--- src/rtl/sha256_msg_schedule_if.sv ---
// sha256_msg_schedule_if: word-load handshake and round-stream outputs of the SHA-256 message schedule
interface sha256_msg_schedule_if;
   logic        in_valid;
   logic        in_ready;
   logic [31:0] in_word;
   logic        next_block;
   logic [31:0] w;
   logic [31:0] k;
   logic [6:0]  counter_iteration;
   logic        block_full;
   logic        round_valid;
   modport master (
      output in_valid, in_word, next_block,
      input  in_ready, w, k, counter_iteration, block_full, round_valid
   );
   modport slave (
      input  in_valid, in_word, next_block,
      output in_ready, w, k, counter_iteration, block_full, round_valid
   );
endinterface

--- src/rtl/sha256_msg_schedule.sv ---
// sha256_msg_schedule: captures a 16-word block and streams W[t]/K[t] for 64 rounds from a sliding window
module sha256_msg_schedule (
   input logic                   clk,
   input logic                   rst,
   sha256_msg_schedule_if.slave bus
);
   typedef enum logic [1:0] {LOAD, ROUND, FINAL, HOLD} state_t;
   localparam logic [31:0] K_TAB [64] = '{
      32'h428a2f98, 32'h71374491, 32'hb5c0fbcf, 32'he9b5dba5, 32'h3956c25b, 32'h59f111f1, 32'h923f82a4, 32'hab1c5ed5,
      32'hd807aa98, 32'h12835b01, 32'h243185be, 32'h550c7dc3, 32'h72be5d74, 32'h80deb1fe, 32'h9bdc06a7, 32'hc19bf174,
      32'he49b69c1, 32'hefbe4786, 32'h0fc19dc6, 32'h240ca1cc, 32'h2de92c6f, 32'h4a7484aa, 32'h5cb0a9dc, 32'h76f988da,
      32'h983e5152, 32'ha831c66d, 32'hb00327c8, 32'hbf597fc7, 32'hc6e00bf3, 32'hd5a79147, 32'h06ca6351, 32'h14292967,
      32'h27b70a85, 32'h2e1b2138, 32'h4d2c6dfc, 32'h53380d13, 32'h650a7354, 32'h766a0abb, 32'h81c2c92e, 32'h92722c85,
      32'ha2bfe8a1, 32'ha81a664b, 32'hc24b8b70, 32'hc76c51a3, 32'hd192e819, 32'hd6990624, 32'hf40e3585, 32'h106aa070,
      32'h19a4c116, 32'h1e376c08, 32'h2748774c, 32'h34b0bcb5, 32'h391c0cb3, 32'h4ed8aa4a, 32'h5b9cca4f, 32'h682e6ff3,
      32'h748f82ee, 32'h78a5636f, 32'h84c87814, 32'h8cc70208, 32'h90befffa, 32'ha4506ceb, 32'hbef9a3f7, 32'hc67178f2
   };
   state_t      state, state_nx;
   logic [3:0]  wr_cnt;
   logic [31:0] win [16];
   logic [31:0] w_new;
   logic [5:0]  k_idx;
   logic        accept;
   function automatic logic [31:0] sig0(input logic [31:0] x);
      return {x[6:0], x[31:7]} ^ {x[17:0], x[31:18]} ^ (x >> 3);
   endfunction
   function automatic logic [31:0] sig1(input logic [31:0] x);
      return {x[16:0], x[31:17]} ^ {x[18:0], x[31:19]} ^ (x >> 10);
   endfunction
   assign accept = bus.in_valid & bus.in_ready;
   assign k_idx  = bus.counter_iteration[5:0] + 6'd1;
   // window holds W[t..t+15] while counter_iteration is t, so this is W[t+16]
   assign w_new  = sig1(win[14]) + win[9] + sig0(win[1]) + win[0];
   always_comb begin
      state_nx = state;
      unique case (state)
         LOAD:  state_nx = (accept && wr_cnt == 4'd15) ? ROUND : LOAD;
         ROUND: state_nx = (bus.counter_iteration == 7'd63) ? FINAL : ROUND;
         FINAL: state_nx = HOLD;
         HOLD:  state_nx = bus.next_block ? LOAD : HOLD;
      endcase
   end
   always_ff @(posedge clk) begin
      if (!rst) state <= LOAD;
      else state <= state_nx;
   end
   always_ff @(posedge clk) begin
      if (accept) win[wr_cnt] <= bus.in_word;
      else if (state == ROUND) begin
         for (int i = 0; i < 15; i++) win[i] <= win[i+1];
         win[15] <= w_new;
      end
   end
   always_ff @(posedge clk) begin
      if (!rst) begin
         wr_cnt                <= 4'd0;
         bus.in_ready          <= 1'b0;
         bus.w                 <= 32'd0;
         bus.k                 <= 32'd0;
         bus.counter_iteration <= 7'd0;
         bus.block_full        <= 1'b0;
         bus.round_valid       <= 1'b0;
      end else begin
         bus.in_ready <= state_nx == LOAD;
         unique case (state)
            LOAD: if (accept) begin
               wr_cnt <= wr_cnt + 4'd1;
               if (wr_cnt == 4'd15) begin
                  bus.w                 <= win[0];
                  bus.k                 <= K_TAB[0];
                  bus.counter_iteration <= 7'd0;
                  bus.block_full        <= 1'b1;
                  bus.round_valid       <= 1'b1;
               end
            end
            ROUND: if (bus.counter_iteration == 7'd63) begin
               bus.counter_iteration <= 7'd64;
               bus.round_valid       <= 1'b0;
            end else begin
               bus.w                 <= win[1];
               bus.k                 <= K_TAB[k_idx];
               bus.counter_iteration <= bus.counter_iteration + 7'd1;
            end
            FINAL: bus.counter_iteration <= 7'd65;
            HOLD: if (bus.next_block) begin
               bus.counter_iteration <= 7'd0;
               bus.block_full        <= 1'b0;
               wr_cnt                <= 4'd0;
            end
         endcase
      end
   end
endmodule

--- src/flat_wrapper.sv ---
// flat-port wrapper written by rule: the top's interface ports become plain ports
module sha256_msg_schedule_flat 
  (clk, rst, bus_in_valid, bus_in_word, bus_next_block, bus_in_ready, bus_w, bus_k, bus_counter_iteration, bus_block_full, bus_round_valid);
  sha256_msg_schedule_if bus_i ();
  input logic clk;
  input logic rst;
  input wire logic [$bits(bus_i.in_valid)-1:0] bus_in_valid;
  input wire logic [$bits(bus_i.in_word)-1:0] bus_in_word;
  input wire logic [$bits(bus_i.next_block)-1:0] bus_next_block;
  output wire logic [$bits(bus_i.in_ready)-1:0] bus_in_ready;
  output wire logic [$bits(bus_i.w)-1:0] bus_w;
  output wire logic [$bits(bus_i.k)-1:0] bus_k;
  output wire logic [$bits(bus_i.counter_iteration)-1:0] bus_counter_iteration;
  output wire logic [$bits(bus_i.block_full)-1:0] bus_block_full;
  output wire logic [$bits(bus_i.round_valid)-1:0] bus_round_valid;
  assign bus_i.in_valid = bus_in_valid;
  assign bus_i.in_word = bus_in_word;
  assign bus_i.next_block = bus_next_block;
  assign bus_in_ready = bus_i.in_ready;
  assign bus_w = bus_i.w;
  assign bus_k = bus_i.k;
  assign bus_counter_iteration = bus_i.counter_iteration;
  assign bus_block_full = bus_i.block_full;
  assign bus_round_valid = bus_i.round_valid;
  sha256_msg_schedule u_core (.clk(clk), .rst(rst), .bus(bus_i));
endmodule
--- config.mk ---
export PLATFORM = sky130hd
export DESIGN_NAME = sha256_msg_schedule_flat
export DESIGN_NICKNAME = d
export VERILOG_FILES = /design/src/rtl/sha256_msg_schedule_if.sv /design/src/rtl/sha256_msg_schedule.sv /design/src/flat_wrapper.sv
export SDC_FILE = /design/constraint.sdc
export NUM_CORES = 1
export LEC_CHECK = 0
export BUFFER_PORTS_ARGS = -buffer_cell sky130_fd_sc_hd__buf_2
export CORE_AREA = 2 2 253 354
export DETAILED_ROUTE_END_ITERATION = 8
export DIE_AREA = 0 0 255 356
export PLACE_DENSITY = 0.6
export SYNTH_ARGS = -nofsm -noshare
export SYNTH_HDL_FRONTEND = slang
export SYNTH_SLANG_ARGS = --single-unit
export TNS_END_PERCENT = 100
--- constraint.sdc ---
create_clock -name clk -period 4.7 [get_ports clk]
set_input_delay 0.47 -clock clk [delete_from_list [all_inputs] [get_ports clk]]
set_output_delay 0.47 -clock clk [all_outputs]
set_load 0.02 [all_outputs]
==> flow_metrics.tcl, run 1 <==
set metrics [dict create \
    cts_buffer_depth 3 \
    synthMuxAreaShare 0.003236 \
    area_growth_syn_to_layout_pct 12.60 \
    required_ns 5.06 \
    post-route-period-util 0.9500 \
    timing.slew.headroom 0.3329 \
    via_per_inst 5.402 \
    synth-seq-cells 592 \
    synthAdderAreaFrac 0.06241 \
    async_reset_ff_frac 0 \
    dp_hpwl_um 79880 \
    finalHoldViolCount 0 \
    worstMarginPinSlew_ns 0.9995 \
    setup_viol 0 \
    ant_nets 0 \
    leakagePower_nw 13.26 \
    clk_pin_slew_worst_paths_ns 0.07 \
    grt_pass1_wl_um 164200 \
    worst-setup-path-type "flop to flop" \
    synth-compound-area-share 0.1102 \
    avgSynthCellArea_um2 9.633 \
    num_vias 24310 \
    r2r_cells 14 \
    power_density_mw_per_mm2 325.4 \
    skew_ns 0.02079 \
    fin_area_mm2 0.03526 \
    grt_overflow_total 0 \
    io_buffer_count 109 \
    insertion_delay_ns 0.65 \
    drive_above_1_share 0.1020 \
    num_io_pins 110 \
    max-vdd-ir-drop_mv 0.2859 \
    placed_cell_area_mm2 0.03328 \
    hp-class "input pin to flop" \
    ys.flop_type "edfxtp_1" \
    synth_top_family_by_area "simple AND/OR/NAND/NOR gates" \
    path_cells "xnor2_1 > xnor2_1 > fa_1 > inv_1 > fa_1 > inv_1 > ha_1 > nor2b_1 > o211ai_1 > a31oi_1 > nand4b_1 > a31oi_1 > xor2_1 > o21ai_0" \
    post_cts_buffers 0 \
    switching_share 0.2325 \
    wire_per_inst_um 25.06 \
    critical_path.endpoint_type "flop" \
    route.detailed.drc 0 \
    power_frac_comb 0.070 \
    hold_buffers 0 \
    globalplace.congestion 0.9927 \
    critical-path-max-stage-delay_ns 0.55 \
    crit_slowest_cell "edfxtp_1" \
    initial_core_util 0.3560 \
    yosys.cell_types.count 83 \
    p_clk_frac 0.429 \
    yosys.area_share.simple 0.1839 \
    htree_levels 2 \
    yosysSeqAreaShare 0.5421 \
    cts_resized 0 \
    syn_inst 3251 \
    fin_crit_ns 4.465 \
    synth_area_mm2 0.03132 \
    cts_tree "built" \
    grt_antenna_before_repair 4 \
    rsz0062_at_grt "false" \
    final_nets 3429 \
    die_x_um 255 \
    totalWireLength_um 112800 \
    worstPathArrival_ns 4.83 \
    finalMaxSlewViolations 0 \
    clkSinkCount 592 \
    finalSetupTns_ns 0 \
    dieArea_mm2 0.09078 \
    place_ws_ns 0.2700 \
    timing.fmax_mhz 224.0 \
    yosysWarnings 0 \
    outcome "completed" \
    synth_edf_count 512 \
    maxCapViolations 0 \
    p_int_mw 8.806 \
    grt_max_degree 129 \
    antenna_cells 0 \
    root_buffer "clkbuf_16" \
    first_pass_iters 8 \
    cts_buffers 58 \
    hold_depth 3 \
    grt_usage 0.2487 \
    fin_ws_ns 0.2351 \
    synth_xor_area_frac 0.04563 \
    initialDrtViolationCount 2667 \
    p_sw_mw 2.667 \
    dieHeight_um 356 \
    grt_pass1_vias 23490 \
    rows 129 \
    path_max_fanout 5 \
    start_kind "flop" \
    core_area_mm2 0.08797 \
    syn_nets 3406 \
    pwr-share-seq 0.501 \
]
worst max-delay path, delay by kind of cell (launching register included):
kind | cells | cell delay, ns
DFF | 1 | 0.55
xor gates and xnor gates | 3 | 0.56
AOI/OAI and AO/OA | 4 | 1.08
and+or+nand+nor | 2 | 0.58
buffers and inverters | 2 | 0.09
adders and majority gates | 3 | 1.31
power groups by stage:
stage	combinational [mW]	sequential [mW]	clock, mW
6_report	0.807	5.75	4.92
5_1_grt	0.896	5.74	5.18
4_1_cts	0.806	5.74	5.00
3_5_place_dp	0.800	5.86	0
3_3_place_gp	0.800	5.86	0
2_1_floorplan	0.531	5.85	0
kinds of logic (layout without fill, tap and decap cells):
group | count (synthesis) | in the layout
mux | 10 | 10
compound gates | 546 | 546
flops | 592 | 592
fa+ha+maj | 119 | 119
buf+inv | 391 | 462
simple gates | 1435 | 1435
xor+xnor | 158 | 158
metrics by stage:
| step | util | std cells | hold slack (ns) | total power, mW |
|---|---|---|---|---|
| CTS | 0.4009 | 4501 | 0.2750 | 11.55 |
| detailed placement | 0.3784 | 4393 | 0.4381 | 6.659 |
| floorplan | - | 3251 | 0.4873 | 6.379 |
| global placement | 0.3784 | 4393 | 0.4327 | 6.658 |
| global route | 0.4009 | 4501 | 0.2690 | 11.82 |
| finish | 0.4009 | 4501 | 0.2850 | 11.47 |
final cells by class:
cell class                      count  area (um^2)
Inverter                          157        589.3
Timing Repair Buffer              197         1294
Clock inverter                     28        354.1
Sequential cell                   592        16980
Clock buffer                       80         1625
Fill cell                        8708        52700
Multi-Input combinational cell   2268        12940
Tap cell                         1179         1475
layer usage:
layer / vias to the layer above / GRT usage / wire, um
met2: 989 / 0.4177 / 54280
met3: 248 / 0.03280 / 7105
met4: 6 / 0.1163 / 6109
li1: 11060 / - / -
met1: 12010 / 0.3169 / 45250
met5: - / 0 / 38
synthesized netlist by cell type, drive strengths merged (4+ instances only):
| cell type | instances | area [um^2] |
|---|---|---|
| a2111oi | 12 | 111.4 |
| a211o | 6 | 52.55 |
| a211oi | 27 | 202.7 |
| a21o | 17 | 127.6 |
| a21oi | 115 | 575.6 |
| a221oi | 10 | 87.58 |
| a22o | 4 | 35.03 |
| a22oi | 5 | 37.54 |
| a311oi | 11 | 96.34 |
| a31oi | 31 | 193.9 |
| a32oi | 4 | 35.03 |
| and2 | 10 | 62.56 |
| and3 | 12 | 80.08 |
| buf | 105 | 568.0 |
| clkbuf | 129 | 485.5 |
| dfxtp | 80 | 1602 |
| edfxtp | 512 | 15370 |
| fa | 62 | 1241 |
| ha | 57 | 713.2 |
| inv | 156 | 585.6 |
| mux2i | 9 | 90.09 |
| nand2 | 1150 | 4319 |
| nand2b | 13 | 81.33 |
| nand3 | 24 | 137.6 |
| nand4 | 7 | 43.79 |
| nor2 | 139 | 531.8 |
| nor2b | 11 | 68.82 |
| nor3 | 33 | 192.7 |
| nor4 | 7 | 43.79 |
| o2111ai | 4 | 35.03 |
| o211ai | 46 | 345.3 |
| o21a | 7 | 53.80 |
| o21ai | 180 | 900.9 |
| o221ai | 11 | 96.34 |
| o22ai | 16 | 100.1 |
| o311ai | 6 | 52.56 |
| o31ai | 9 | 81.33 |
| or2 | 13 | 81.34 |
| or3 | 6 | 37.54 |
| xnor2 | 129 | 1175 |
| xor2 | 29 | 254.0 |
placed cells by master (no fill, tap or decap), types with 8 or more instances in the layout:
cell | synthesis | layout
or2_2 | 11 | 11
fa_1 | 62 | 62
o211ai_1 | 46 | 46
nor2_1 | 137 | 137
dfxtp_1 | 80 | 78
nor3_1 | 30 | 30
a21o_1 | 17 | 17
o31ai_1 | 8 | 8
a2111oi_0 | 11 | 11
nand2_1 | 1149 | 1148
edfxtp_1 | 512 | 512
nand3_1 | 22 | 22
buf_2 | 88 | 109
mux2i_1 | 9 | 9
clkbuf_16 | 0 | 59
and3_1 | 11 | 11
o221ai_1 | 11 | 11
xnor2_1 | 126 | 124
nand2b_1 | 13 | 13
a31oi_1 | 31 | 31
inv_1 | 156 | 156
o21ai_1 | 8 | 8
o21ai_4 | 0 | 16
a311oi_1 | 11 | 11
and2_1 | 10 | 9
o21ai_0 | 172 | 156
xor2_1 | 29 | 27
clkbuf_1 | 128 | 14
a211oi_1 | 27 | 27
ha_1 | 57 | 55
nor2b_1 | 11 | 11
buf_4 | 7 | 81
clkinv_2 | 0 | 9
o22ai_1 | 16 | 16
a221oi_1 | 10 | 10
a21oi_1 | 115 | 115
worst paths after layout:
| path | from | endpoint | slack, ns |
|---|---|---|---|
| worst min register to register | u_core.bus.k[1] | u_core.bus.k[1] | 0.44 |
| worst min-delay path | bus_in_word[29] | u_core.win[15][29] | 0.28 |
| worst max-delay path | u_core.win[1][10] | u_core.win[15][27] | 0.24 |
| worst max register to register | u_core.win[1][10] | u_core.win[15][27] | 0.24 |
sequential cells by signal, summed over array words and instances (netlist names):
register,count
u_core.wr_cnt,4
u_core.bus.k,32
u_core.bus.round_valid,1
u_core.bus.counter_iteration,7
u_core.win,512
u_core.bus.w,32
u_core.bus.in_ready,1
u_core.bus.block_full,1
u_core.state,2
No activity file was read; power rests on OpenSTA's default activity.
==> run 2, diff against run 1 <==
==> constraint.sdc (replaced) <==
create_clock -name clk -period 4.9 [get_ports clk]
set_input_delay 0.49 -clock clk [delete_from_list [all_inputs] [get_ports clk]]
set_output_delay 0.49 -clock clk [all_outputs]
set_load 0.02 [all_outputs]
==> run 2 against run 1 <==
Worst setup slack better by 0.0087 ns. Clock-buffer cell count down 6. Non-clock buffer count up 8. Sequential share of layout area up 0.055 points. Maximum frequency down 4.1%. Hold slack worse by 0.011 ns. Core utilization about the same. Sequential power down 4.2%. First-iteration DRC count down 0.45%. Register-to-register slack about the same. Clock power down 8.1%. Global-route usage down 0.27 points.
==> flow_metrics.tcl, run 2 (same netlist as run 1, synthesis figures left out) <==
set metrics [dict create \
    insertion_delay_ns 0.66 \
    grt_pass1_wl_um 162700 \
    leakagePower_nw 13.25 \
    post-route-period-util 0.9502 \
    die_x_um 255 \
    holdPathEnd "u_core.win[15][29]" \
    grt_antenna_before_repair 3 \
    grt_pass1_vias 23410 \
    route.detailed.drc 0 \
    timing.slew.headroom 0.3676 \
    dieHeight_um 356 \
    regArea_mm2 0.01698 \
    num_vias 24360 \
    finalHoldViolCount 0 \
    core_area_mm2 0.08797 \
    rows 129 \
    dp_hpwl_um 80270 \
    finalMaxSlewViolations 0 \
    regToRegStartpoint "u_core.win[14][23]" \
    globalplace.congestion 1.030 \
    initialDrtViolationCount 2655 \
    num_io_pins 110 \
    dieArea_mm2 0.09078 \
    top_regs "u_core.win x512, u_core.bus.k x32, u_core.bus.w x32" \
    grt_overflow_total 0 \
    max-vdd-ir-drop_mv 0.2890 \
    reg2reg_slack_ns 0.24 \
    worstMarginPinSlew_ns 0.9463 \
    hold_buffers 0 \
    root_buffer "clkbuf_16" \
    cts_tree "built" \
    layout_common_cells "nand2_1, edfxtp_1, inv_1, o21ai_0, nor2_1" \
    r2r-end "u_core.win[15][26]" \
    maxCapViolations 0 \
    clkSinkCount 592 \
    critical-path-max-stage-delay_ns 0.59 \
    outcome "completed" \
    fillers 8755 \
    post_cts_buffers 0 \
    timing.fmax_mhz 214.8 \
    crit_slowest_cell "edfxtp_1" \
    path_cells "xnor2_1 > xnor2_1 > fa_1 > inv_1 > fa_1 > inv_1 > ha_1 > a21oi_1 > o21ai_0 > a31oi_1 > a31oi_1 > a311oi_1 > xor2_1 > o21ai_0" \
    final_nets 3440 \
    setup_viol 0 \
    cts_buffer_depth 3 \
    rsz0062_at_grt "false" \
    multi_input_area_mm2 0.01294 \
    critical_path.endpoint_type "flop" \
    path_max_fanout 8 \
    hp-class "input pin to flop" \
    layoutNonFillerInstCount 4516 \
    worst-setup-path-type "flop to flop" \
    grt_max_degree 132 \
    largest-register "u_core.win" \
    skew_ns 0.03058 \
    power_density_mw_per_mm2 306.5 \
    ant_nets 0 \
    antenna_cells 0 \
    grt_usage 0.2460 \
    clk_pin_slew_worst_paths_ns 0.07 \
    required_ns 5.27 \
    hold_depth 3 \
    r2r_cells 14 \
    cts_buffers 61 \
    initial_core_util 0.3560 \
    first_pass_iters 6 \
    area_growth_syn_to_layout_pct 12.47 \
    via_per_inst 5.394 \
    start_kind "flop" \
    hold_start "bus_in_word[29]" \
    htree_levels 2 \
    wire_per_inst_um 24.88 \
    post-place-cells 4401 \
    layout_commonest_cell "nand2_1" \
    finalSetupTns_ns 0 \
    fin_crit_ns 4.656 \
    io_buffer_count 109 \
    largest_reg_flops 512 \
    totalWireLength_um 112300 \
    worstPathArrival_ns 5.02 \
    cts_resized 0 \
    drive_above_1_share 0.1031 \
]
## run 2: layout make-up
class | instances | area share
Clock buffer | 74 | 0.04472
Clock inverter | 41 | 0.008988
Inverter | 157 | 0.01673
Multi-Input combinational cell | 2268 | 0.3675
Sequential cell | 592 | 0.4821
Tap cell | 1179 | 0.04188
Timing Repair Buffer | 205 | 0.03808
## run 2: metal layers
layer	wire length [um]	global-route usage	vias up
met5	0	0	-
met4	6498	0.1288	0
met3	7301	0.03645	248
met2	53500	0.4063	984
met1	45050	0.3111	12030
li1	-	-	11100
## run 2: worst max-delay path by stage
stage                     slack, ns  depth (start not counted)                 end          startpoint
after detailed placement       0.40                         14  u_core.win[15][26]  u_core.win[14][31]
after CTS                      0.38                         14  u_core.win[15][26]  u_core.win[14][31]
final                          0.24                         14  u_core.win[15][26]  u_core.win[14][23]
after global routing           0.06                         14  u_core.win[15][26]   u_core.win[1][14]
after global placement         0.35                         14  u_core.win[15][26]  u_core.win[14][22]
after floorplan                1.19                         17  u_core.win[15][25]    u_core.win[1][8]
## run 2: worst max-delay path, delay by kind of cell (launching register included)
family,cells,cell delay [ns]
compound gates,6,1.47
xor+xnor,3,0.86
fa+ha+maj,3,1.25
buf+inv,2,0.18
flops,1,0.59
## run 2: stage by stage
stage	area (um^2)	utilization	setup slack [ns]	power (mW)	hold slack (ns)
6_report	35220	0.4004	0.2439	10.80	0.2743
3_3_place_gp	33330	0.3789	0.3457	6.375	0.4329
3_5_place_dp	33330	0.3789	0.3975	6.376	0.4371
4_1_cts	35220	0.4004	0.3822	10.86	0.2516
5_1_grt	35220	0.4004	0.06344	11.12	0.2736
2_1_floorplan	31320	-	1.190	6.119	0.4873
## run 2: report_power, final
part           leakage [nW]  switching [mW]  internal [mW]
Clock                 0.918            2.07           2.45
Sequential             5.26          0.0180           5.49
Combinational          7.07           0.508          0.256
